[src/rtl/clock_ctrl_pkg.sv]
// Shared encodings and types for the clock user-interface controller.
// Mode encodings match the mode input of the Time counter chain.
package clock_ctrl_pkg;

  localparam logic [1:0] MODE_RUN = 2'b00;
  localparam logic [1:0] MODE_SEC = 2'b01;
  localparam logic [1:0] MODE_MIN = 2'b10;
  localparam logic [1:0] MODE_HR  = 2'b11;

  typedef enum logic [1:0] {
    ST_RUN = MODE_RUN,
    ST_SEC = MODE_SEC,
    ST_MIN = MODE_MIN,
    ST_HR  = MODE_HR
  } state_t;

  typedef enum logic [1:0] {
    RPT_NONE  = 2'b00,
    RPT_PLUS  = 2'b01,
    RPT_MINUS = 2'b10
  } rpt_sel_t;

  // Counter width for a count limit n, never narrower than one bit.
  function automatic int cnt_width(input int n);
    return (n > 1) ? $clog2(n) : 1;
  endfunction

  function automatic state_t next_state(input state_t s);
    case (s)
      ST_RUN:  return ST_SEC;
      ST_SEC:  return ST_MIN;
      ST_MIN:  return ST_HR;
      default: return ST_RUN;
    endcase
  endfunction

endpackage

[src/rtl/btn_conditioner.sv]
// Synchronizes one raw board input and debounces it; press is a registered
// one-cycle strobe on each accepted 0->1 transition of the debounced level.
module btn_conditioner
  import clock_ctrl_pkg::*;
#(
  parameter int DEBOUNCE = 1_000_000
) (
  input  logic clk,
  input  logic reset,
  input  logic raw,
  output logic level,
  output logic press
);

  localparam int CW = cnt_width(DEBOUNCE);
  localparam logic [CW-1:0] CNT_LAST = CW'(DEBOUNCE - 1);

  logic [1:0]    sync_q, sync_d;
  logic          level_q, level_d;
  logic          press_q, press_d;
  logic [CW-1:0] cnt_q, cnt_d;

  always_comb begin
    sync_d  = {sync_q[0], raw};
    level_d = level_q;
    press_d = 1'b0;
    cnt_d   = '0;
    // The level moves only after DEBOUNCE consecutive disagreeing samples.
    if (sync_q[1] != level_q) begin
      if (cnt_q == CNT_LAST) begin
        level_d = sync_q[1];
        press_d = sync_q[1];
      end else begin
        cnt_d = cnt_q + CW'(1);
      end
    end
  end

  always_ff @(posedge clk) begin
    if (reset) begin
      sync_q  <= '0;
      level_q <= 1'b0;
      press_q <= 1'b0;
      cnt_q   <= '0;
    end else begin
      sync_q  <= sync_d;
      level_q <= level_d;
      press_q <= press_d;
      cnt_q   <= cnt_d;
    end
  end

  assign level = level_q;
  assign press = press_q;

endmodule

[src/rtl/clock_ctrl.sv]
// Button/switch front end for the time-keeping block: sequences the set modes
// and produces plus/minus pulses with hold-to-repeat, enable and blink.
//
//   state  | meaning
//   ST_RUN | clock running (if run_sw), plus/minus ignored
//   ST_SEC | seconds field being set, time frozen
//   ST_MIN | minutes field being set, time frozen
//   ST_HR  | hours field being set, time frozen
module clock_ctrl
  import clock_ctrl_pkg::*;
#(
  parameter int DEBOUNCE     = 1_000_000,
  parameter int REPEAT_DELAY = 25_000_000,
  parameter int REPEAT_RATE  = 5_000_000,
  parameter int TIMEOUT      = 500_000_000,
  parameter int BLINK_HALF   = 12_500_000
) (
  input  logic       clk,
  input  logic       reset,
  input  logic       mode_btn,
  input  logic       plus_btn,
  input  logic       minus_btn,
  input  logic       run_sw,
  output logic [1:0] mode,
  output logic       plus,
  output logic       minus,
  output logic       enable,
  output logic       blink
);

  localparam int RPT_MAX = (REPEAT_DELAY > REPEAT_RATE) ? REPEAT_DELAY : REPEAT_RATE;
  localparam int RW = cnt_width(RPT_MAX);
  localparam int TW = cnt_width(TIMEOUT);
  localparam int BW = cnt_width(BLINK_HALF);

  localparam logic [RW-1:0] DELAY_LAST = RW'(REPEAT_DELAY - 1);
  localparam logic [RW-1:0] RATE_LAST  = RW'(REPEAT_RATE - 1);
  localparam logic [TW-1:0] IDLE_LAST  = TW'(TIMEOUT - 1);
  localparam logic [BW-1:0] BLINK_LAST = BW'(BLINK_HALF - 1);

  logic mode_level_unused, mode_press;
  logic plus_level, plus_press;
  logic minus_level, minus_press;
  logic run_level, run_press;

  btn_conditioner #(.DEBOUNCE(DEBOUNCE)) u_mode_btn (
    .clk(clk), .reset(reset), .raw(mode_btn), .level(mode_level_unused), .press(mode_press)
  );
  btn_conditioner #(.DEBOUNCE(DEBOUNCE)) u_plus_btn (
    .clk(clk), .reset(reset), .raw(plus_btn), .level(plus_level), .press(plus_press)
  );
  btn_conditioner #(.DEBOUNCE(DEBOUNCE)) u_minus_btn (
    .clk(clk), .reset(reset), .raw(minus_btn), .level(minus_level), .press(minus_press)
  );
  btn_conditioner #(.DEBOUNCE(DEBOUNCE)) u_run_sw (
    .clk(clk), .reset(reset), .raw(run_sw), .level(run_level), .press(run_press)
  );

  state_t        state_q, state_d;
  rpt_sel_t      rpt_sel_q, rpt_sel_d;
  logic [RW-1:0] rpt_cnt_q, rpt_cnt_d;
  logic          rpt_rate_q, rpt_rate_d;
  logic [TW-1:0] idle_q, idle_d;
  logic [BW-1:0] blink_cnt_q, blink_cnt_d;
  logic          blink_q, blink_d;
  logic          plus_q, plus_d;
  logic          minus_q, minus_d;
  logic          enable_q, enable_d;

  logic state_change;
  logic any_press;
  logic pulse;
  logic rpt_hold;
  logic rpt_hit;

  always_comb begin
    state_d      = state_q;
    rpt_sel_d    = rpt_sel_q;
    rpt_cnt_d    = rpt_cnt_q;
    rpt_rate_d   = rpt_rate_q;
    idle_d       = idle_q;
    blink_cnt_d  = blink_cnt_q;
    blink_d      = blink_q;
    plus_d       = 1'b0;
    minus_d      = 1'b0;
    any_press    = mode_press | plus_press | minus_press | run_press;
    rpt_hold     = ((rpt_sel_q == RPT_PLUS) && plus_level) ||
                   ((rpt_sel_q == RPT_MINUS) && minus_level);
    rpt_hit      = (rpt_cnt_q == (rpt_rate_q ? RATE_LAST : DELAY_LAST));

    if (mode_press) begin
      state_d = next_state(state_q);
    end else if ((state_q != ST_RUN) && (idle_q == IDLE_LAST)) begin
      state_d = ST_RUN;
    end
    state_change = (state_d != state_q);

    // A mode step or both buttons held cancels any repeat; it needs a fresh press.
    if ((state_d == ST_RUN) || state_change || (plus_level && minus_level)) begin
      rpt_sel_d  = RPT_NONE;
      rpt_cnt_d  = '0;
      rpt_rate_d = 1'b0;
    end else if (plus_press) begin
      plus_d     = 1'b1;
      rpt_sel_d  = RPT_PLUS;
      rpt_cnt_d  = '0;
      rpt_rate_d = 1'b0;
    end else if (minus_press) begin
      minus_d    = 1'b1;
      rpt_sel_d  = RPT_MINUS;
      rpt_cnt_d  = '0;
      rpt_rate_d = 1'b0;
    end else if (rpt_hold) begin
      if (rpt_hit) begin
        plus_d     = (rpt_sel_q == RPT_PLUS);
        minus_d    = (rpt_sel_q == RPT_MINUS);
        rpt_cnt_d  = '0;
        rpt_rate_d = 1'b1;
      end else if (rpt_cnt_q != '1) begin
        rpt_cnt_d = rpt_cnt_q + RW'(1);
      end
    end else begin
      rpt_sel_d  = RPT_NONE;
      rpt_cnt_d  = '0;
      rpt_rate_d = 1'b0;
    end

    pulse = plus_d | minus_d;

    if ((state_d == ST_RUN) || state_change || any_press || pulse) begin
      idle_d = '0;
    end else if (idle_q != '1) begin
      idle_d = idle_q + TW'(1);
    end

    // An edited field is shown immediately and stays up for a full half-period.
    if ((state_d == ST_RUN) || state_change || pulse) begin
      blink_d     = 1'b1;
      blink_cnt_d = '0;
    end else if (blink_cnt_q == BLINK_LAST) begin
      blink_d     = ~blink_q;
      blink_cnt_d = '0;
    end else begin
      blink_cnt_d = blink_cnt_q + BW'(1);
    end

    enable_d = run_level && (state_d == ST_RUN);
  end

  always_ff @(posedge clk) begin
    if (reset) begin
      state_q     <= ST_RUN;
      rpt_sel_q   <= RPT_NONE;
      rpt_cnt_q   <= '0;
      rpt_rate_q  <= 1'b0;
      idle_q      <= '0;
      blink_cnt_q <= '0;
      blink_q     <= 1'b1;
      plus_q      <= 1'b0;
      minus_q     <= 1'b0;
      enable_q    <= 1'b0;
    end else begin
      state_q     <= state_d;
      rpt_sel_q   <= rpt_sel_d;
      rpt_cnt_q   <= rpt_cnt_d;
      rpt_rate_q  <= rpt_rate_d;
      idle_q      <= idle_d;
      blink_cnt_q <= blink_cnt_d;
      blink_q     <= blink_d;
      plus_q      <= plus_d;
      minus_q     <= minus_d;
      enable_q    <= enable_d;
    end
  end

  assign mode   = state_q;
  assign plus   = plus_q;
  assign minus  = minus_q;
  assign enable = enable_q;
  assign blink  = blink_q;

endmodule

[config.mk]
export PLATFORM = sky130hd
export DESIGN_NAME = clock_ctrl
export DESIGN_NICKNAME = d
export VERILOG_FILES = /design/src/rtl/clock_ctrl_pkg.sv /design/src/rtl/btn_conditioner.sv /design/src/rtl/clock_ctrl.sv
export SDC_FILE = /design/constraint.sdc
export NUM_CORES = 1
export LEC_CHECK = 0
export CAP_MARGIN = 20
export CORE_AREA = 2 2 133 135
export CTS_CLUSTER_DIAMETER = 50
export CTS_CLUSTER_SIZE = 30
export DETAILED_ROUTE_END_ITERATION = 10
export DIE_AREA = 0 0 135 137
export PLACE_DENSITY = 0.65
export RECOVER_POWER = 100
export SYNTH_ARGS = -nofsm -noshare
export SYNTH_HDL_FRONTEND = slang
export SYNTH_SLANG_ARGS = --single-unit
export TNS_END_PERCENT = 100
[constraint.sdc]
create_clock -name clk -period 5.3 [get_ports clk]
set_input_delay 1.06 -clock clk [delete_from_list [all_inputs] [get_ports clk]]
set_output_delay 1.06 -clock clk [all_outputs]
set_load 0.05 [all_outputs]
; After elaboration in Yosys (flattened, before gate mapping)
; Index checks and enable logic that the tools add are counted.
[op_classes]
addsub = 7
n_eq_ne = 20
mux = 17
bitwise = 14
n_reduce_logical = 33
[op_table]
columns = operator, count
row1 = "adder 20 x 1 -> 20 bit, second input constant", 4
row2 = "equality test 20 bit, second input constant", 4
row3 = OR reduction 3 bit, 10
row4 = "adder 29 x 1 -> 29 bit, second input constant", 1
row5 = "equality test 29 bit, second input constant", 1
row6 = "inequality test 29 bit, second input constant", 1
row7 = "adder 25 x 1 -> 25 bit, second input constant", 1
row8 = equality test 25 bit, 1
row9 = two-way mux 25 bit, 1
row10 = "inequality test 25 bit, second input constant", 1
row11 = "adder 24 x 1 -> 24 bit, second input constant", 1
row12 = "equality test 24 bit, second input constant", 1
row13 = two-way mux 1 bit, 11
row14 = NOT 1 bit, 10
row15 = two-way mux 2 bit, 4
row16 = AND reduction 2 bit, 4
row17 = logical OR 1 bit, 6
row18 = one-hot mux 2 bit (3 select lines), 1
row19 = OR reduction 2 bit, 3
row20 = OR reduction 6 bit, 1
row21 = logical AND 1 bit, 5
row22 = OR reduction 5 bit, 1
row23 = "equality test 2 x 1 -> 1 bit, second input constant", 2
row24 = "equality test 2 bit, second input constant", 2
row25 = 7 further kinds, 14
[word_totals]
register_bits = 183
inputBits = 6
word_cells = 118

; Depth between registers and ports, before layout
[depth]
ltp_word = 11
mapped_depth = 9
depth_no_buf = 7

; By module
; A second synthesis with hierarchy kept.
[hier_totals]
hier_cells = 993
area_unflattened_um2 = 8619.5
[by_module_without_submodules]
columns = module, n_inst, cells_each, area_per_inst_um2, seq_area_each_um2
row1 = clock_ctrl, 1, 513, 4450.5, 1741.7
row2 = btn_conditioner, 4, 120, 1042.2, 480.5

; Worst setup path after synthesis
; No wires, ideal clock.
[synth_path]
kind = register -> register
start = reg state_q[0] (netlist: mode[0])
end = reg rpt_rate_q
setup_time_ps = 87
arrival_ps = 2457
required_time_ps = 5213
path_slack_ps = 2756
stages_incl_launch_ff = 9
n_path_buf = 1
period_less_slack_ps = 2544
path_cell_list = dfxtp_1 > inv_1 > ha_1 > xor2_1 > a221oi_1 > and3_1 > a41oi_2 > buf_2 > nor4b_2
[synth_between]
elab_chain_len = 8
elab_cells_between_ends = 13
cone_classes = eq/ne: 3 / mux: 3 / reduce/logical: 7
[synth_rtl]
columns = element, line
row1 = start: declaration, clock_ctrl.sv:59  ; state_t state_q, state_d;
row2 = start signal: assignment, clock_ctrl.sv:163  ; state_q <= state_d;
row3 = branches (longest 5 deep; another with one-hot mux 2 bit (3 select lines)), n/a
row4 = logical OR 1 bit (*) (2 in series), clock_ctrl.sv:99  ; if ((state_d == ST_RUN) || state_change || (plus_level && minus_level)) begin
row5 = OR reduction 5 bit (no line) (*), n/a
row6 = end signal: assignment, clock_ctrl.sv:166  ; rpt_rate_q <= rpt_rate_d;
row7 = end: declaration, clock_ctrl.sv:62  ; logic rpt_rate_q, rpt_rate_d;
; Mark *: on every way between the ends.
; A chain may end at the register's enable or synchronous reset.

; Worst setup path in the final report
[layout_path]
start = in reset
end = reg rpt_cnt_q[4]
[layout_between]
elab_chain_len = 1
[layout_rtl]
columns = element, line
row1 = start: declaration, clock_ctrl.sv:19  ; input logic reset,
row2 = OR reduction 6 bit (no line), n/a
row3 = end signal: assignment, clock_ctrl.sv:165  ; rpt_cnt_q <= rpt_cnt_d;
row4 = end: declaration, clock_ctrl.sv:61  ; logic [RW-1:0] rpt_cnt_q, rpt_cnt_d;
; Every way passes these cells.

==> results by group <==
Outcome
  • Status: complete, no violations

Floorplanning
  • Die footprint: 18500 um2
  • Io pins: 12
  • Die Wd: 135 um
  • Die height: 137 um
  • Core area: 17100 um2
  • Rows: 48
  • Starting Density: 49.3%

Yosys
  • Seq/Total Area, Yosys: 43.6%
  • Post-Syn Area: 8410 um2
  • Synth warn: 0
  • Async set or reset register ratio after synthesis: 0%
  • Main flop type after synthesis: dfxtp_1
  • EDFF count, synth: 0
  • Syn nets: 973
  • Seq cells post-synth: 183
  • Synthesized instance count: 958
  • Syn Area/Cell: 8.78 um2
  • Synth unique cells: 57

Place
  • Post-Place Cells: 1164
  • Placer congestion estimate: 0.867
  • Final HPWL DP: 10500 um
  • Dpl ws: 1.81 ns
  • Placed inst area: 8670 um2
  • # port buffers: 11

Routing
  • Vias per cell: 5.46
  • DR WL/cell: 13.2 um
  • TritonRoute pass-1 iters: 4
  • Residual DRC: 0
  • Via count: 6519
  • Post-DRT Antenna Nets: 0
  • DR iter-0 viols: 279
  • Final WL: 15700 um

CTS
  • Postcts setup bufs: 0
  • Hold buffers post-CTS: 0
  • Num CTS Buffers: 17
  • TritonCTS clock tree: built
  • Clock Sinks: 183
  • Cts repair resizes: 0
  • Worst-path clk slew: 0.07 ns
  • Clock tree buffer depth: 2
  • # H-tree levels: 4
  • Clk Latency, worst-skew pair: 0.43 ns
  • CTS root buffer: clkbuf_16

Worst setup path
  • Crit. End Element: register
  • R2r startpoint: mode[1]$_SDFF_PP0_
  • Type of the worst setup path: input pin to register
  • CP required: 5.55 ns
  • R2R Path End: rpt_cnt_q[4]$_SDFFE_PP0P_
  • Data arrival time of the worst path: 4.19 ns
  • R2R Setup Slk: 2.10 ns
  • R2R cell count: 8
  • Worst Path Max Fanout: 30
  • Critical path launch point type: input pin

STA
  • Slew Viols, Final: 0
  • Final hold slack: 0.439 ns
  • Fin crit period: 3.94 ns
  • Fin. Hold Viols: 0
  • Peak Freq: 254 MHz
  • Setup TNS: 0 ns
  • Final period utilization: 74.3%
  • RSZ-0062 raised after global routing: no
  • Setup WS post-layout: 1.36 ns
  • Slew @ Worst Pin: 1.38 ns
  • Slew HR: 7.93%
  • Final clock skew: 0.0133 ns
  • Final setup fails: 0

Layout
  • Post-layout util: 54.2%
  • Fin cells: 1195
  • Design area: 9250 um2
  • Layout Nets: 974
  • Diode count: 0
  • Most frequent cells in the layout: dfxtp_1, nor2_1, xnor2_1
  • Area grow syn2layout: 9.96%
  • Layout filler cell count: 1621
  • Ratio of cells with drive above 1 in the final layout: 4.74%
  • Most common cell after layout, fill and taps aside: dfxtp_1

Hold path
  • Min-Delay Path Class: register to register
  • Worst Hold Launch: u_plus_btn.sync_q[0]$_SDFF_PP0_
  • Hold Path Sink: u_plus_btn.sync_q[1]$_SDFF_PP0_
  • Worst Hold Depth: 1

Global route
  • Largest net degree at the start of global routing: 31
  • Global-route wire length before repair: 27100 um
  • All-layer global routing usage: 17.8%
  • Initial antenna violation count: 0
  • Gr ovfl total: 0
  • Number of global-route vias before repair: 6007

Power and ir drop
  • Static Leak: 2.85 nW
  • PwrDens: 288 nW/um2
  • Peak VDD IR: 0.239 mV
  • Tot Pwr: 2.66 mW

Job
  • Maximum capacitance violations: 0
layout make-up:
type	instances	area [um2]	area share [%]
inverter	18	67.6	0.731
sequential	183	3660	39.6
timing repair buffer	18	159	1.72
tap	225	282	3.05
multi-input combinational	721	4490	48.5
clock inverter	12	146	1.58
clock buffer	18	439	4.75
sequential cells by signal, summed over array words and instances, names as in the netlist, 2 cells and up:
register,flops
idle_q,29
rpt_cnt_q,25
blink_cnt_q,24
u_minus_btn.cnt_q,20
u_mode_btn.cnt_q,20
u_plus_btn.cnt_q,20
u_run_sw.cnt_q,20
mode,2
rpt_sel_q,2
u_minus_btn.sync_q,2
u_mode_btn.sync_q,2
u_plus_btn.sync_q,2
u_run_sw.sync_q,2
power by group:
part	switching, mW	leakage (nW)	internal, mW
logic	0.0126	1.09	0.00715
clock network	0.546	0.283	0.712
registers	0.00246	1.48	1.38
logic make-up after synthesis:
family                   after synthesis  synth area share [%]
AO/OA/AOI/OAI                         77                  6.25
buffers and inverters                 54                  2.96
XOR/XNOR                             130                  13.5
flip-flops                           183                  43.6
adder cells (fa/ha/maj)                9                  1.34
multiplexers                           7                 0.833
AND/OR/NAND/NOR                      498                  31.5
metal layers:
metal  wire length, um  GRT usage, %  vias up
met5                 0             0        -
met4               153          5.38        0
met3               360          4.22       11
met2              7270          29.3       49
met1              7930          23.4     3058
li1                  -             -     3401
synthesized netlist by cell type, drive strengths merged, types with 5 or more instances:
library cell	number	share of area, %
nand3	54	3.2
ha	9	1.3
o21ai	14	0.88
clkbuf	21	0.94
and4	18	1.9
and2	9	0.67
nor2	129	5.8
a21oi	28	1.7
nor2b	10	0.74
nor4	23	1.8
buf	15	1.2
xnor2	71	7.4
nor4b	12	1.5
o31ai	5	0.45
and3	30	2.2
mux2i	7	0.83
inv	18	0.80
a31oi	5	0.37
or2	6	0.45
a211oi	7	0.62
xor2	59	6.1
nand4	45	3.3
nand2	58	2.6
dfxtp	183	44
or3	18	1.3
nor3	65	3.9
critical path: stages:
cell           delay [ns]
dlygate4sd3_1        0.52
clkbuf_1             0.76
a221oi_1             0.22
and3_1               0.25
a41oi_1              0.16
clkbuf_1             1.03
nor4_1               0.16
how the worst max path moves through the flow:
stage | from | end | slack, ns | cells past startpoint
2_1_floorplan | mode[0]$_SDFF_PP0_ | rpt_rate_q$_SDFFE_PP0N_ | 2.76 | 8
3_3_place_gp | reset | blink_cnt_q[9]$_SDFF_PP0_ | 1.85 | 5
3_5_place_dp | reset | blink_cnt_q[22]$_SDFF_PP0_ | 1.81 | 5
4_1_cts | reset | blink_cnt_q[20]$_SDFF_PP0_ | 2.27 | 5
5_1_grt | reset | rpt_rate_q$_SDFFE_PP0N_ | 1.10 | 7
6_report | reset | rpt_cnt_q[4]$_SDFFE_PP0P_ | 1.36 | 7
No activity file was read; power rests on OpenSTA's default activity.
